<file path="src/rtl/mult8_seq_pkg.sv">
`default_nettype none
// ============================================================================
// Module      : mult8_seq_pkg
// Description : Shared state encodings, step constants and the nibble-shift
//               table for the sequential 8x8 multiplier.
// Revision    : 1.0 - initial release
// ============================================================================
package mult8_seq_pkg;

  typedef enum logic [1:0] {
    IDLE = 2'd0,
    MUL  = 2'd1,
    DONE = 2'd2
  } state_t;

  localparam logic [1:0] STEP_LAST = 2'd3;

  // Left shift applied to each 4x4 partial product, indexed by step.
  function automatic logic [3:0] nib_shift(input logic [1:0] step);
    logic [3:0] sh;
    case (step)
      2'd0:    sh = 4'd0;
      2'd1:    sh = 4'd4;
      2'd2:    sh = 4'd4;
      default: sh = 4'd8;
    endcase
    return sh;
  endfunction

endpackage
`default_nettype wire

</file>
<file path="src/rtl/mult8_seq_bitmul.sv">
`default_nettype none
// ============================================================================
// Module      : Bit_multiplyer
// Description : Purely combinational 4x4 unsigned array multiplier.
// Revision    : 1.0 - initial release
// ============================================================================
module Bit_multiplyer (
  input  logic [3:0] a,
  input  logic [3:0] b,
  output logic [7:0] p
);

  logic [7:0] w_row [4];

  generate
    for (genvar i = 0; i < 4; i++) begin : g_row
      // One AND row of the array, pre-shifted to its bit weight.
      assign w_row[i] = b[i] ? ({4'b0000, a} << i) : 8'h00;
    end
  endgenerate

  assign p = w_row[0] + w_row[1] + w_row[2] + w_row[3];

endmodule
`default_nettype wire

</file>
<file path="src/rtl/mult8_seq.sv">
`default_nettype none
// ============================================================================
// Module      : mult8_seq
// Description : Sequential 8x8 unsigned multiply / multiply-accumulate using a
//               single 4x4 multiplier over four cycles, with valid/ready
//               handshakes on both sides and a sticky wrap flag.
// Revision    : 1.0 - initial release
// ============================================================================
module mult8_seq
  import mult8_seq_pkg::*;
#(
  parameter int ACC_W = 20
) (
  input  logic             clk,
  input  logic             rst_n,
  input  logic             in_valid,
  output logic             in_ready,
  input  logic [7:0]       a,
  input  logic [7:0]       b,
  input  logic             acc_en,
  output logic             out_valid,
  input  logic             out_ready,
  output logic [ACC_W-1:0] p,
  output logic             ovf,
  output logic             busy
);

  state_t           r_state;
  state_t           w_state_nxt;
  logic [1:0]       r_step;
  logic [7:0]       r_a;
  logic [7:0]       r_b;
  logic [ACC_W-1:0] r_p;
  logic             r_ovf;
  logic             r_out_valid;

  logic [3:0]       w_na;
  logic [3:0]       w_nb;
  logic [7:0]       w_pp;
  logic [3:0]       w_shift;
  logic [ACC_W:0]   w_addend;
  logic [ACC_W:0]   w_sum;

  // Operand nibbles come only from registers, so in_* never reaches p
  // combinationally.
  assign w_na    = r_step[0] ? r_a[7:4] : r_a[3:0];
  assign w_nb    = r_step[1] ? r_b[7:4] : r_b[3:0];
  assign w_shift = nib_shift(r_step);

  Bit_multiplyer u_mul (
    .a (w_na),
    .b (w_nb),
    .p (w_pp)
  );

  // One extra bit captures the carry out of the accumulator.
  assign w_addend = {{(ACC_W + 1 - 8){1'b0}}, w_pp} << w_shift;
  assign w_sum    = {1'b0, r_p} + w_addend;

  // State register.
  always_ff @(posedge clk or negedge rst_n) begin
    if (!rst_n) r_state <= IDLE;
    else        r_state <= w_state_nxt;
  end

  // Next-state logic: accept in IDLE, four MUL steps, hold in DONE until taken.
  always_comb begin
    w_state_nxt = r_state;
    case (r_state)
      IDLE:    if (in_valid)            w_state_nxt = MUL;
      MUL:     if (r_step == STEP_LAST) w_state_nxt = DONE;
      DONE:    if (out_ready)           w_state_nxt = IDLE;
      default:                          w_state_nxt = IDLE;
    endcase
  end

  // Operand capture, accumulation, overflow tracking and output valid.
  always_ff @(posedge clk or negedge rst_n) begin
    if (!rst_n) begin
      r_step      <= 2'd0;
      r_a         <= 8'h00;
      r_b         <= 8'h00;
      r_p         <= '0;
      r_ovf       <= 1'b0;
      r_out_valid <= 1'b0;
    end else begin
      case (r_state)
        IDLE: begin
          if (in_valid) begin
            r_a    <= a;
            r_b    <= b;
            r_step <= 2'd0;
            if (!acc_en) begin
              r_p   <= '0;
              r_ovf <= 1'b0;
            end
          end
        end
        MUL: begin
          r_p    <= w_sum[ACC_W-1:0];
          r_step <= r_step + 2'd1;
          if (w_sum[ACC_W])        r_ovf       <= 1'b1;
          if (r_step == STEP_LAST) r_out_valid <= 1'b1;
        end
        DONE: begin
          if (out_ready) r_out_valid <= 1'b0;
        end
        default: r_out_valid <= 1'b0;
      endcase
    end
  end

  assign in_ready  = (r_state == IDLE);
  assign busy      = (r_state != IDLE);
  assign out_valid = r_out_valid;
  assign p         = r_p;
  assign ovf       = r_ovf;

endmodule
`default_nettype wire
</file>
<file path="config.mk">
export PLATFORM = sky130hd
export DESIGN_NAME = mult8_seq
export DESIGN_NICKNAME = d
export VERILOG_FILES = /design/src/rtl/mult8_seq_pkg.sv /design/src/rtl/mult8_seq_bitmul.sv /design/src/rtl/mult8_seq.sv
export SDC_FILE = /design/constraint.sdc
export NUM_CORES = 1
export LEC_CHECK = 0
export BUFFER_PORTS_ARGS = -buffer_cell sky130_fd_sc_hd__buf_2
export CORE_MARGIN = 5
export CORE_UTILIZATION = 60
export CTS_CLUSTER_DIAMETER = 60
export DETAILED_ROUTE_END_ITERATION = 6
export PLACE_DENSITY = 0.83
export SETUP_SLACK_MARGIN = 0.05
export SYNTH_ARGS = -nofsm -noshare
export SYNTH_HDL_FRONTEND = slang
export SYNTH_HIERARCHICAL = 1
export SYNTH_SLANG_ARGS = --single-unit
</file>
<file path="constraint.sdc">
create_clock -name clk -period 8.8 [get_ports clk]
set_input_delay 0 -clock clk [delete_from_list [all_inputs] [get_ports clk]]
set_output_delay 0 -clock clk [all_outputs]
set_load 0.01 [all_outputs]
</file>
# After elaboration in Yosys (flattened, before gate mapping)
# Cells that the tools add are included.
[totals]
reg_bits = 42
[classes]
addsub = 5
eq_ne = 10
shifts = 1
muxes = 23
bitwise_logic = 1
n_reduce_logical = 11
[ops]
columns = ["op", "count"]
rows = [
  ["$mux W20", 2],
  ["$pmux W20 S2", 1],
  ["$add A20 B21 Y21", 1],
  ["$shl A8 B4 Y21", 1],
  ["$mux W4", 3],
  ["$ne A2 B2 Y1 const B", 5],
  ["$reduce_and A3 Y1", 3],
  ["$add A8 B6 Y8", 1],
  ["$add A8 B7 Y8", 1],
  ["$add A8 B8 Y8", 1],
  ["$mux W2", 4],
  ["$pmux W4 S2", 1],
  ["$mux W7", 1],
  ["$eq A2 B2 Y1 const B", 3],
  ["$mux W6", 1],
  ["$pmux W2 S3", 1],
  ["$mux W1", 5],
  ["$mux W5", 1],
  ["$eq A2 B1 Y1 const B", 2],
  ["$logic_not A2 Y1", 2],
  ["$pmux W2 S2", 1],
  ["$reduce_and A2 Y1", 2],
  ["$reduce_and A4 Y1", 1],
  ["$reduce_bool A2 Y1", 2],
  ["other kinds (5)", 5],
]

# Logic depth before layout (Yosys ltp)
# Gate-level depths: netlist (run 1).
[depth]
word_depth = 9
ltp_mapped = 23

# By module
# The synthesis (run 1) kept the hierarchy.
[by_module_without_submodules]
columns = ["mod", "instances", "cells_per_inst", "area_each_um2", "seq_area_each_um2"]
rows = [
  ["mult8_seq", 1, 337, 2924.1, 1051.0],
  ["Bit_multiplyer", 1, 54, 421.7, 0.0],
]

# Worst setup path before layout (run 1)
# Ideal clock, no wire load.
[synth_timing]
path_type = "flip-flop to flip-flop"
from = "reg r_step[0]"
to = "reg r_p[16], in the netlist p[16]"
t_arrival_ps = 4568
slack_ps = 4110
stages_incl_launch_ff = 23
synth_period_minus_slack_ps = 4690
path_cell_list = "dfrtp_1 mux2_2 nand2_1 inv_1 ha_1 a21o_1 a21oi_2 xnor2_1 fa_1 inv_1 ha_1 a21o_1 a21oi_2 xnor2_1 a22o_1 ha_1 buf_6 a21o_1 a31oi_1 o21ai_1 o311ai_2 nand3_1 a32o_1"
[synth_via]
elab_chain_len = 8
word_cells_on_any_way = 16
[synth_rtl]
columns = ["element", "line", "source"]
rows = [
  ["from (decl)", "mult8_seq.sv:30", "logic [1:0] r_step;"],
  ["from (signal assigned)", "mult8_seq.sv:101", "r_step <= r_step + 2'd1;"],
  ["$mux W4 (*)", "mult8_seq.sv:46", "assign w_na = r_step[0] ? r_a[7:4] : r_a[3:0];"],
  ["net w_na[2]", "mult8_seq.sv:37", "logic [3:0] w_na;"],
  ["$mux W4 or $mux W5 (tied branches)", "mult8_seq_bitmul.sv:18", "assign w_row[i] = b[i] ? ({4'b0000, a} << i) : 8'h00;"],
  ["$add A8 B8 Y8", "mult8_seq_bitmul.sv:22", "assign p = w_row[0] + w_row[1] + w_row[2] + w_row[3];"],
  ["$add A8 B6 Y8", "mult8_seq_bitmul.sv:22", ""],
  ["$add A8 B7 Y8 (*)", "mult8_seq_bitmul.sv:22", ""],
  ["net w_pp[6]", "mult8_seq.sv:39", "logic [7:0] w_pp;"],
  ["$shl A8 B4 Y21 (*)", "mult8_seq.sv:57", "assign w_addend = {{(ACC_W + 1 - 8){1'b0}}, w_pp} << w_shift;"],
  ["$add A20 B21 Y21 (*)", "mult8_seq.sv:58", "assign w_sum = {1'b0, r_p} + w_addend;"],
  ["$pmux W20 S2 (*)", "mult8_seq.sv:87", "case (r_state)"],
  ["to (signal assigned)", "mult8_seq.sv:100", "r_p <= w_sum[ACC_W-1:0];"],
  ["to (decl)", "mult8_seq.sv:33", "logic [ACC_W-1:0] r_p;"],
]
# Mark *: on every way through the listed nets, which the timed path passes. The rest lies on a longest branch.
# A chain may end at the register's enable or synchronous reset.

# Worst setup path after layout (run 1)
# Ends and elaborated chain as after synthesis.

==> impl_metrics.tcl, run 1 <==
set metrics [dict create \
    synth_nets 448 \
    dp_hpwl_mm 5.70 \
    num-fill-cells 448 \
    cp.arrival_ps 5330 \
    synth_edf_count 0 \
    cts_sinks 42 \
    cts_buffer_depth 2 \
    path_buf_inv 2 \
    first_pass_iters 4 \
    dp_slack_ps 3720 \
    synth_seq_cells 42 \
    vias 3019 \
    cts-htree-levels 2 \
    cp.required_ps 8980 \
    io_buffers 44 \
    power.density_nw_per_um2 443 \
    initial_core_util 0.611 \
    rsz0062_at_grt "false" \
    synthArstFlopShare 1.00 \
    clk_pin_slew_ps 80 \
    die_w_microns 84.7 \
    power_mw 1.72 \
    dieArea_sq_um 7170 \
    busiest_layer "met2" \
    slew_viol_final 0 \
    post_drt_via_cell_ratio 5.81 \
    final_common_cell "nand2_1" \
    syn-cell-area_sq_um 3350 \
    start_kind "flip-flop" \
    antenna_found_initial 0 \
    met3_usage 0.0363 \
    area_growth_pct 16.1 \
    ios 45 \
    fin_tns_setup_ps 0 \
    most-common-layout-cells "nand2_1, buf_2, dfrtp_1, ha_1, dlygate4sd3_1" \
    postRouteAntennaNets 0 \
    nets 504 \
    grt_pass1_wl_mm 13.6 \
    final-hold-violation-count 0 \
    setup_viol 0 \
    crit_slowest_cell "fa_1" \
    ir_worst_vdd_uv 240 \
    yosysTopAreaCell "dfrtp_1" \
    post_drt_wl_per_cell_microns 15.2 \
    cpMostUsedCell "ha_1" \
    ys_seq_area_frac 0.314 \
    grt_start_max_net_pins 43 \
    postCtsResizedCells 0 \
    synth_ff_type "dfrtp_1" \
    period_minus_slack_ps 5150 \
    cts_root_buf "clkbuf_8" \
    drive_above_1_share 0.165 \
    maxCapViolCount 0 \
    yosys.area.top_type_share 0.314 \
    outcome "finished, final reports clean" \
    p_leak_nw 2.05 \
    num_rows 27 \
    cts_tree "yes" \
    postRouteWirelength_mm 7.92 \
    dp.cells 493 \
    cp_cell_sequence "mux2_2 > nand2_1 > inv_1 > ha_1 > a21o_1 > a21oi_2 > xnor2_1 > fa_1 > inv_1 > ha_1 > a21o_1 > a21oi_2 > xnor2_1 > mux2i_1 > nor2b_1 > ha_1 > a21oi_1 > nand3_1 > o311ai_2 > nand3_1 > a32o_1" \
    antenna_cells 0 \
    die_h_microns 84.7 \
    gr-usage-met1 0.299 \
    ys_top_cells_by_area "dfrtp_1, ha_1, nand2_1, fa_1, a21o_1" \
    ys_warn_count 6 \
    finClkSkew_ps 4.63 \
    worstSetupPathType "reg -> reg" \
    grt_pass1_vias 2916 \
    drc 0 \
    slowest_delay_ps 540 \
    finalWorstSetupSlack_ps 3650 \
    coreArea_sq_um 5470 \
    cp_max_fo 8 \
    fin_crit_sh 0.585 \
    worstMarginPinSlew_ps 938 \
    hp-class "in -> reg" \
    end_kind "flip-flop" \
    first_iter_violations 194 \
    grt_usage 0.229 \
    use_met2 0.391 \
    max_freq_mhz 194 \
    synth.distinct_cells 52 \
    worstSkewPairLatency_ps 290 \
    avgSynthCellArea_sq_um 8.56 \
    slew_headroom 0.375 \
    gp_congestion 0.961 \
    stdcell_count 520 \
    cts_buffers 5 \
    overflow 0 \
    crit_family "compound AO/OA/AOI/OAI gates" \
    synth_cells 391 \
]
[worst paths after layout]
path | startpoint | endpoint | slack (ps) | cells past startpoint
max | r_step[0] | p[16] | 3650 | 21
min in group asynchronous | rst_n | p[14] | 380 | 2
max reg2reg | r_step[0] | p[16] | 3650 | 21
min reg2reg | r_a[5] | r_a[5] | 480 | 2
min | in_valid | r_a[5] | 330 | 4
max in group asynchronous | rst_n | r_a[0] | 7830 | 2
[cell usage after synthesis, types with 4 or more instances]
| library cell | instances |
|---|---|
| a21o_1 | 13 |
| a21oi_1 | 16 |
| a21oi_2 | 4 |
| a22o_1 | 6 |
| and2_1 | 12 |
| and3_1 | 6 |
| clkbuf_1 | 12 |
| dfrtp_1 | 42 |
| fa_1 | 6 |
| ha_1 | 30 |
| inv_1 | 18 |
| mux2_2 | 8 |
| mux2i_1 | 6 |
| nand2_1 | 87 |
| nand2b_1 | 4 |
| nand3_1 | 12 |
| nand4_1 | 4 |
| nor2_1 | 12 |
| nor2b_1 | 9 |
| o21ai_0 | 18 |
| o21ai_1 | 5 |
| o21bai_1 | 4 |
| o31ai_1 | 4 |
| xnor2_1 | 7 |
| xor2_1 | 4 |
[metal layers]
metal,part of all wire,vias to the layer above
met2,0.48,81
met4,0.017,0
met3,0.049,14
met5,0,-
li1,-,1483
met1,0.46,1441
[layout make-up]
| class | count | area (sq um) | share of cell area |
|---|---|---|---|
| tap | 72 | 90.1 | 0.0232 |
| clock inverter | 2 | 12.5 | 0.00322 |
| clock buffer | 6 | 82.6 | 0.0213 |
| multi-input combinational | 315 | 2150 | 0.555 |
| timing repair buffer | 65 | 425 | 0.110 |
| sequential | 42 | 1050 | 0.271 |
| inverter | 18 | 67.6 | 0.0174 |
[repair_timing]
item / 4_1_cts / 5_1_grt
endpoints found under the hold margin: 61 / 0
setup buffers: 0 / 0
hold buffers: 19 / 0
[worst register-to-register path, stage by stage (launching register included)]
cell and delay [ps]:
dfrtp_1 490, mux2_2 420, nand2_1 130, inv_1 50
ha_1 290, a21o_1 190, a21oi_2 140, xnor2_1 90
fa_1 540, inv_1 60, ha_1 280, a21o_1 160
a21oi_2 140, xnor2_1 200, mux2i_1 150, nor2b_1 160
ha_1 310, a21oi_1 310, nand3_1 180, o311ai_2 340
nand3_1 130, a32o_1 270
[per-stage QoR]
step                      hold slack [ps]  utilization  instance area, sq um
after floorplan                      -296            -                  3350
after global placement                188        0.658                  3600
after detailed placement              193        0.658                  3600
after CTS                             322        0.710                  3880
after global routing                  360        0.710                  3880
final                                 329        0.710                  3880
[flip-flops by register name, summed over array words and instances (netlist names)]
name       cells
r_b            8
out_valid      1
r_a            8
p             20
r_step         2
ovf            1
r_state        2
[cell families after synthesis]
group,count (synthesis),synth area share
AND/OR/NAND/NOR,156,0.217
AO/OA/AOI/OAI,98,0.206
XOR/XNOR,11,0.0288
buffers and inverters,34,0.0419
multiplexers,14,0.0449
flip-flops,42,0.314
adder cells (fa/ha/maj),36,0.148
[where the power goes]
group	switching, mW	leakage (nW)	internal (mW)	total [mW]
Combinational	0.723	1.48	0.503	1.23
Sequential	0.0724	0.522	0.288	0.360
Clock	0.0702	0.0472	0.0632	0.133
Power figures use the tool's default switching activity.
==> inputs of run 2 (changes only) <==
--- a/config.mk
+++ b/config.mk
@@ -7,10 +7,10 @@
 export LEC_CHECK = 0
 export BUFFER_PORTS_ARGS = -buffer_cell sky130_fd_sc_hd__buf_2
 export CORE_MARGIN = 5
-export CORE_UTILIZATION = 60
+export CORE_UTILIZATION = 59
 export CTS_CLUSTER_DIAMETER = 60
 export DETAILED_ROUTE_END_ITERATION = 6
-export PLACE_DENSITY = 0.83
+export PLACE_DENSITY = 0.81
 export SETUP_SLACK_MARGIN = 0.05
 export SYNTH_ARGS = -nofsm -noshare
 export SYNTH_HDL_FRONTEND = slang
==> constraint.sdc (replaced) <==
create_clock -name clk -period 5.2 [get_ports clk]
set_input_delay 0 -clock clk [delete_from_list [all_inputs] [get_ports clk]]
set_output_delay 0 -clock clk [all_outputs]
set_load 0.01 [all_outputs]
==> impl_metrics.tcl, run 2 (same netlist as run 1, synthesis figures left out) <==
set metrics [dict create \
    worstMarginPinSlew_ps 985 \
    hp-class "in -> reg" \
    area_growth_pct 23.2 \
    first_iter_violations 190 \
    period_minus_slack_ps 4970 \
    fin_tns_setup_ps 0 \
    num_rows 27 \
    final-hold-violation-count 0 \
    cts_root_buf "clkbuf_8" \
    rsz0062_at_grt "true" \
    cts_tree "yes" \
    drive_above_1_share 0.223 \
    grt_usage 0.240 \
    grt_pass1_wl_mm 14.3 \
    postRouteWirelength_mm 8.85 \
    antenna_cells 0 \
    cp_max_fo 8 \
    io_buffers 44 \
    gp_congestion 0.998 \
    maxCapViolCount 0 \
    worstSkewPairLatency_ps 300 \
    grt_pass1_vias 3146 \
    slew_viol_final 0 \
    cts-htree-levels 2 \
    met3_usage 0.0437 \
    cts_buffer_depth 2 \
    outcome "finished, final reports clean" \
    largest_register_ffs 20 \
    worstSetupPathType "reg -> reg" \
    cp.required_ps 5440 \
    clk_pin_slew_ps 90 \
    cts_sinks 42 \
    first_pass_iters 4 \
    gr-usage-met1 0.298 \
    coreArea_sq_um 5510 \
    most-common-layout-cells "nand2_1, buf_2, dfrtp_1, ha_1, dlygate4sd3_1" \
    nets 509 \
    dieArea_sq_um 7280 \
    drc 0 \
    crit_slowest_cell "fa_1" \
    post_drt_via_cell_ratio 5.96 \
    cts_buffers 5 \
    setup_viol 0 \
    die_h_microns 85.3 \
    die_w_microns 85.3 \
    slew_headroom 0.343 \
    finClkSkew_ps 3.31 \
    use_met2 0.416 \
    postRouteAntennaNets 0 \
    start_kind "flip-flop" \
    post_drt_wl_per_cell_microns 16.9 \
    dp_hpwl_mm 6.03 \
    end_kind "flip-flop" \
    max_freq_mhz 201 \
    final_common_cell "nand2_1" \
    cp_cell_sequence "mux2_2 > nand2_1 > inv_1 > ha_1 > a21o_1 > a21oi_2 > xnor2_1 > fa_1 > inv_1 > ha_1 > a21o_1 > a21oi_2 > xnor2_2 > a22o_1 > ha_4 > and4_4 > nand2_1 > a21oi_4 > o31ai_1 > or4_1 > nand3_1" \
    fin_crit_sh 0.956 \
    vias 3127 \
    initial_core_util 0.608 \
    grt_start_max_net_pins 43 \
    slowest_delay_ps 550 \
    overflow 0 \
    cp.arrival_ps 5220 \
    ios 45 \
    busiest_layer "met2" \
    antenna_found_initial 0 \
]
[run 2: cell count changes in the layout (fill, tap and decap cells not counted), sizes merged]
| cell | before | now |
|---|---|---|
| inv | 18 | 19 |
| buf | 46 | 51 |
| bufinv | 0 | 1 |
| clkinv | 1 | 0 |
| clkbuf | 6 | 5 |
[run 2: metrics by stage]
stage	setup slack, ps	util	hold WS [ps]	cell area, sq um	std cells
2_1_floorplan	510	-	-296	3350	391
3_3_place_gp	97.4	0.656	187	3610	495
3_5_place_dp	1.48	0.656	193	3610	495
4_1_cts	80.1	0.713	323	3930	522
5_1_grt	1.90	0.749	356	4120	525
6_report	229	0.749	327	4120	525
[run 2: metal layers]
metal,part of all wire,wire (microns)
met1,0.41,3600
met3,0.069,613
met2,0.50,4410
met4,0.025,224
met5,0,0
[run 2: worst max-delay path, delay by kind of cell, from the launching register on]
family,cells,cell delay (ps)
fa+ha+maj,4,1460
mux,1,400
buf+inv,2,110
flops,1,470
xor+xnor,2,200
simple gates,5,1030
compound gates,7,1250
[run 2: final timing paths]
path	start	end	slack, ps	depth (start not counted)
setup / recovery	r_step[0]	p[18]	230	21
min in group asynchronous	rst_n	p[13]	390	2
max in group asynchronous	rst_n	r_step[1]	4140	2
setup reg to reg	r_step[0]	p[18]	230	21
hold reg to reg	r_a[5]	r_a[5]	480	2
hold / removal	in_valid	r_a[4]	330	4
[run 2: final cells by class]
cell class | count | area [sq um]
inverter | 18 | 67.6
multi-input combinational | 315 | 2330
clock buffer | 5 | 68.8
fill | 386 | 1380
timing repair buffer | 70 | 463
clock inverter | 3 | 48.8
tap | 72 | 90.1
sequential | 42 | 1050
[run 2: timing repair]
item / 4_1_cts / 5_1_grt
setup endpoints to repair: 1 / 12
endpoints found under the hold margin: 61 / 0
pin swaps: 0 / 10
hold buffers: 19 / 0
resized for setup: 2 / 34
buffers inserted: 0 / 3
Power of run 2 is not shown: default switching activity piles up to over one toggle a cycle in this logic, so the estimate is an artifact.
==> inputs of run 3 (changes only) <==
--- a/config.mk
+++ b/config.mk
@@ -5,6 +5,7 @@
 export SDC_FILE = /design/constraint.sdc
 export NUM_CORES = 1
 export LEC_CHECK = 0
+export ABC_AREA = 1
 export BUFFER_PORTS_ARGS = -buffer_cell sky130_fd_sc_hd__buf_2
 export CORE_MARGIN = 5
 export CORE_UTILIZATION = 59
==> impl_metrics.tcl, run 3 <==
set metrics [dict create \
    outcome "finished, final reports clean" \
    synth.top_cells.by_count "nand2_1, inv_1, nor2_1, dfrtp_1, nand3_1" \
    largest_register_ffs 20 \
    period_minus_slack_ps 4890 \
    die_w_microns 87.5 \
    fin_tns_setup_ps 0 \
    area_growth_pct 17.2 \
    final_common_cell "nand2_1" \
    switching_share 0.546 \
    postRouteAntennaNets 0 \
    most-common-layout-cells "nand2_1, inv_1, buf_2, nor2_1, dfrtp_1" \
    ys_warn_count 6 \
    fin_util 0.705 \
    antenna_found_initial 0 \
    p_seq_frac 0.207 \
    power.density_nw_per_um2 674 \
    yosysTopAreaCell "dfrtp_1" \
    grt_pass1_vias 3624 \
    p_sw_mw 1.53 \
    yosysMostFrequentCell "nand2_1" \
    synth_seq_cells 42 \
    ios 45 \
    area.sequential_sq_um 1050 \
    worstMarginPinSlew_ps 965 \
    vias 3721 \
    fin_crit_sh 0.941 \
    grt_pass1_wl_mm 15.9 \
    multiInputGateArea_sq_um 2220 \
    p_leak_nw 2.44 \
    first_pass_iters 7 \
    clk_pin_slew_ps 110 \
    synth.distinct_cells 30 \
    ys_seq_area_frac 0.297 \
    coreArea_sq_um 5890 \
    worstSkewPairLatency_ps 310 \
    p_int_mw 1.27 \
    syn-cell-area_sq_um 3540 \
    antenna_cells 0 \
    avgSynthCellArea_sq_um 6.56 \
    setup_viol 0 \
    synth_ff_type "dfrtp_1" \
    cp.required_ps 5400 \
    ys_top_cells_by_area "dfrtp_1, nand2_1, ha_1, inv_1, nand3_1" \
    post_drt_via_cell_ratio 5.48 \
    cts-htree-levels 2 \
    start_kind "flip-flop" \
    rsz0062_at_grt "false" \
    synth_nets 597 \
    gp_congestion 0.950 \
    drive_above_1_share 0.126 \
    num_rows 28 \
    ir_worst_vdd_uv 410 \
    max_freq_mhz 204 \
    comb_power_share 0.706 \
    synth_cells 540 \
    cp.arrival_ps 5100 \
    drc 0 \
    grt_usage 0.263 \
    cts_buffer_depth 2 \
    worstSetupPathType "reg -> reg" \
    cts_root_buf "clkbuf_8" \
    cts_tree "yes" \
    end_kind "flip-flop" \
    nets 660 \
    cts_buffers 5 \
    dp_hpwl_mm 6.96 \
    final-hold-violation-count 0 \
    post_drt_wl_per_cell_microns 14.0 \
    postRouteWirelength_mm 9.49 \
    dieArea_sq_um 7650 \
    first_iter_violations 190 \
    overflow 0 \
    slew_headroom 0.357 \
    finClkSkew_ps 13.5 \
    num-fill-cells 515 \
    die_h_microns 87.5 \
    synth_edf_count 0 \
    grt_start_max_net_pins 43 \
    hp-class "in -> reg" \
    maxCapViolCount 0 \
    initial_core_util 0.602 \
    cp_max_fo 5 \
    slew_viol_final 0 \
    yosys.area.top_type_share 0.297 \
    synthArstFlopShare 1.00 \
    cts_sinks 42 \
    io_buffers 44 \
    p_clk_frac 0.087 \
]
-- run 3: cell count changes after synthesis, sizes merged, moves of 6 or more --
cell | previous run | this run
nor2b | 9 | 0
nor2 | 12 | 45
and2 | 12 | 0
inv | 18 | 65
and3 | 6 | 0
a21o | 14 | 0
nand2 | 87 | 225
mux2 | 8 | 0
nand3b | 1 | 8
nand3 | 12 | 34
-- run 3: what timing repair did --
action                                  4_1_cts  5_1_grt
hold buffers                                 18        0
setup buffers                                 0        5
endpoints found under the setup margin        0       14
hold endpoints to repair                     59        0
gates resized for setup                       0       17
-- run 3: area by class of cell --
| cell class | instances | area share |
|---|---|---|
| clock inverters | 3 | 0.00633 |
| well taps | 75 | 0.0226 |
| multi-input cells | 421 | 0.535 |
| inverters | 66 | 0.0597 |
| flip-flops and latches | 42 | 0.254 |
| repair buffers | 67 | 0.106 |
| clock buffers | 5 | 0.0166 |
-- run 3: critical path: stages, from the launching register on --
cell     delay (ps)
dfrtp_2         440
inv_1           110
nand2_1          60
nand2_1         140
nand2_1          80
inv_1            60
ha_1            190
inv_1            70
fa_1            410
xor2_1          190
fa_1            430
inv_1            70
ha_1            190
inv_1            70
fa_1            410
xnor2_1         170
mux2i_1         260
nor2_1          120
ha_1            420
nand2_2         120
nor2_2          140
nand3_1          80
nand3_1         180
nand2_1         130
nand2_1          80
nand2_1          50
nand3_1          60
nand2_1          50
-- run 3: power groups by stage --
stage	Sequential, mW	Combinational, mW	Clock [mW]
3_5_place_dp	0.582	1.85	0
3_3_place_gp	0.576	1.81	0
6_report	0.579	1.98	0.243
2_1_floorplan	0.582	1.40	0
4_1_cts	0.577	1.87	0.244
5_1_grt	0.595	2.23	0.255
-- run 3: routing by layer --
metal  share of wire  routed length (microns)  GRT usage  up-vias
met5               0                        0          0        -
met4           0.031                      297      0.102        0
met3           0.056                      529     0.0435       26
met2            0.51                     4810      0.480      140
met1            0.41                     3840      0.302     1726
li1                -                        -          -     1829
-- run 3: worst paths after layout --
path / from / to / slack [ps] / cells after the start
setup reg to reg: r_step[1] / p[17] / 310 / 27
max in group asynchronous: rst_n / r_step[0] / 4170 / 2
hold / removal: in_valid / r_state[0] / 20 / 3
min in group asynchronous: rst_n / p[6] / 360 / 2
setup / recovery: r_step[1] / p[17] / 310 / 27
hold reg to reg: ovf / ovf / 490 / 2
-- run 3: cells by family (layout without fill, tap and decap cells) --
| kind of cell | count (synthesis) | count (layout) | synth area share |
|---|---|---|---|
| AOI/OAI and AO/OA | 54 | 54 | 0.0827 |
| xor gates and xnor gates | 5 | 5 | 0.0124 |
| adders and majority gates | 36 | 36 | 0.140 |
| buffers and inverters | 77 | 141 | 0.0848 |
| DFF | 42 | 42 | 0.297 |
| muxes | 4 | 4 | 0.0113 |
| and+or+nand+nor | 322 | 322 | 0.372 |
-- run 3: per-stage QoR --
step / hold slack (ps) / power [mW] / instance area [sq um] / std cells / setup WS [ps]
final: 24.9 / 2.80 / 4150 / 679 / 306
after global routing: 39.9 / 3.08 / 4150 / 679 / 37.0
after CTS: 22.0 / 2.69 / 4080 / 674 / 51.2
after detailed placement: 197 / 2.43 / 3800 / 648 / 115
after global placement: 193 / 2.39 / 3800 / 648 / 360
after floorplan: -296 / 1.98 / 3540 / 540 / 717
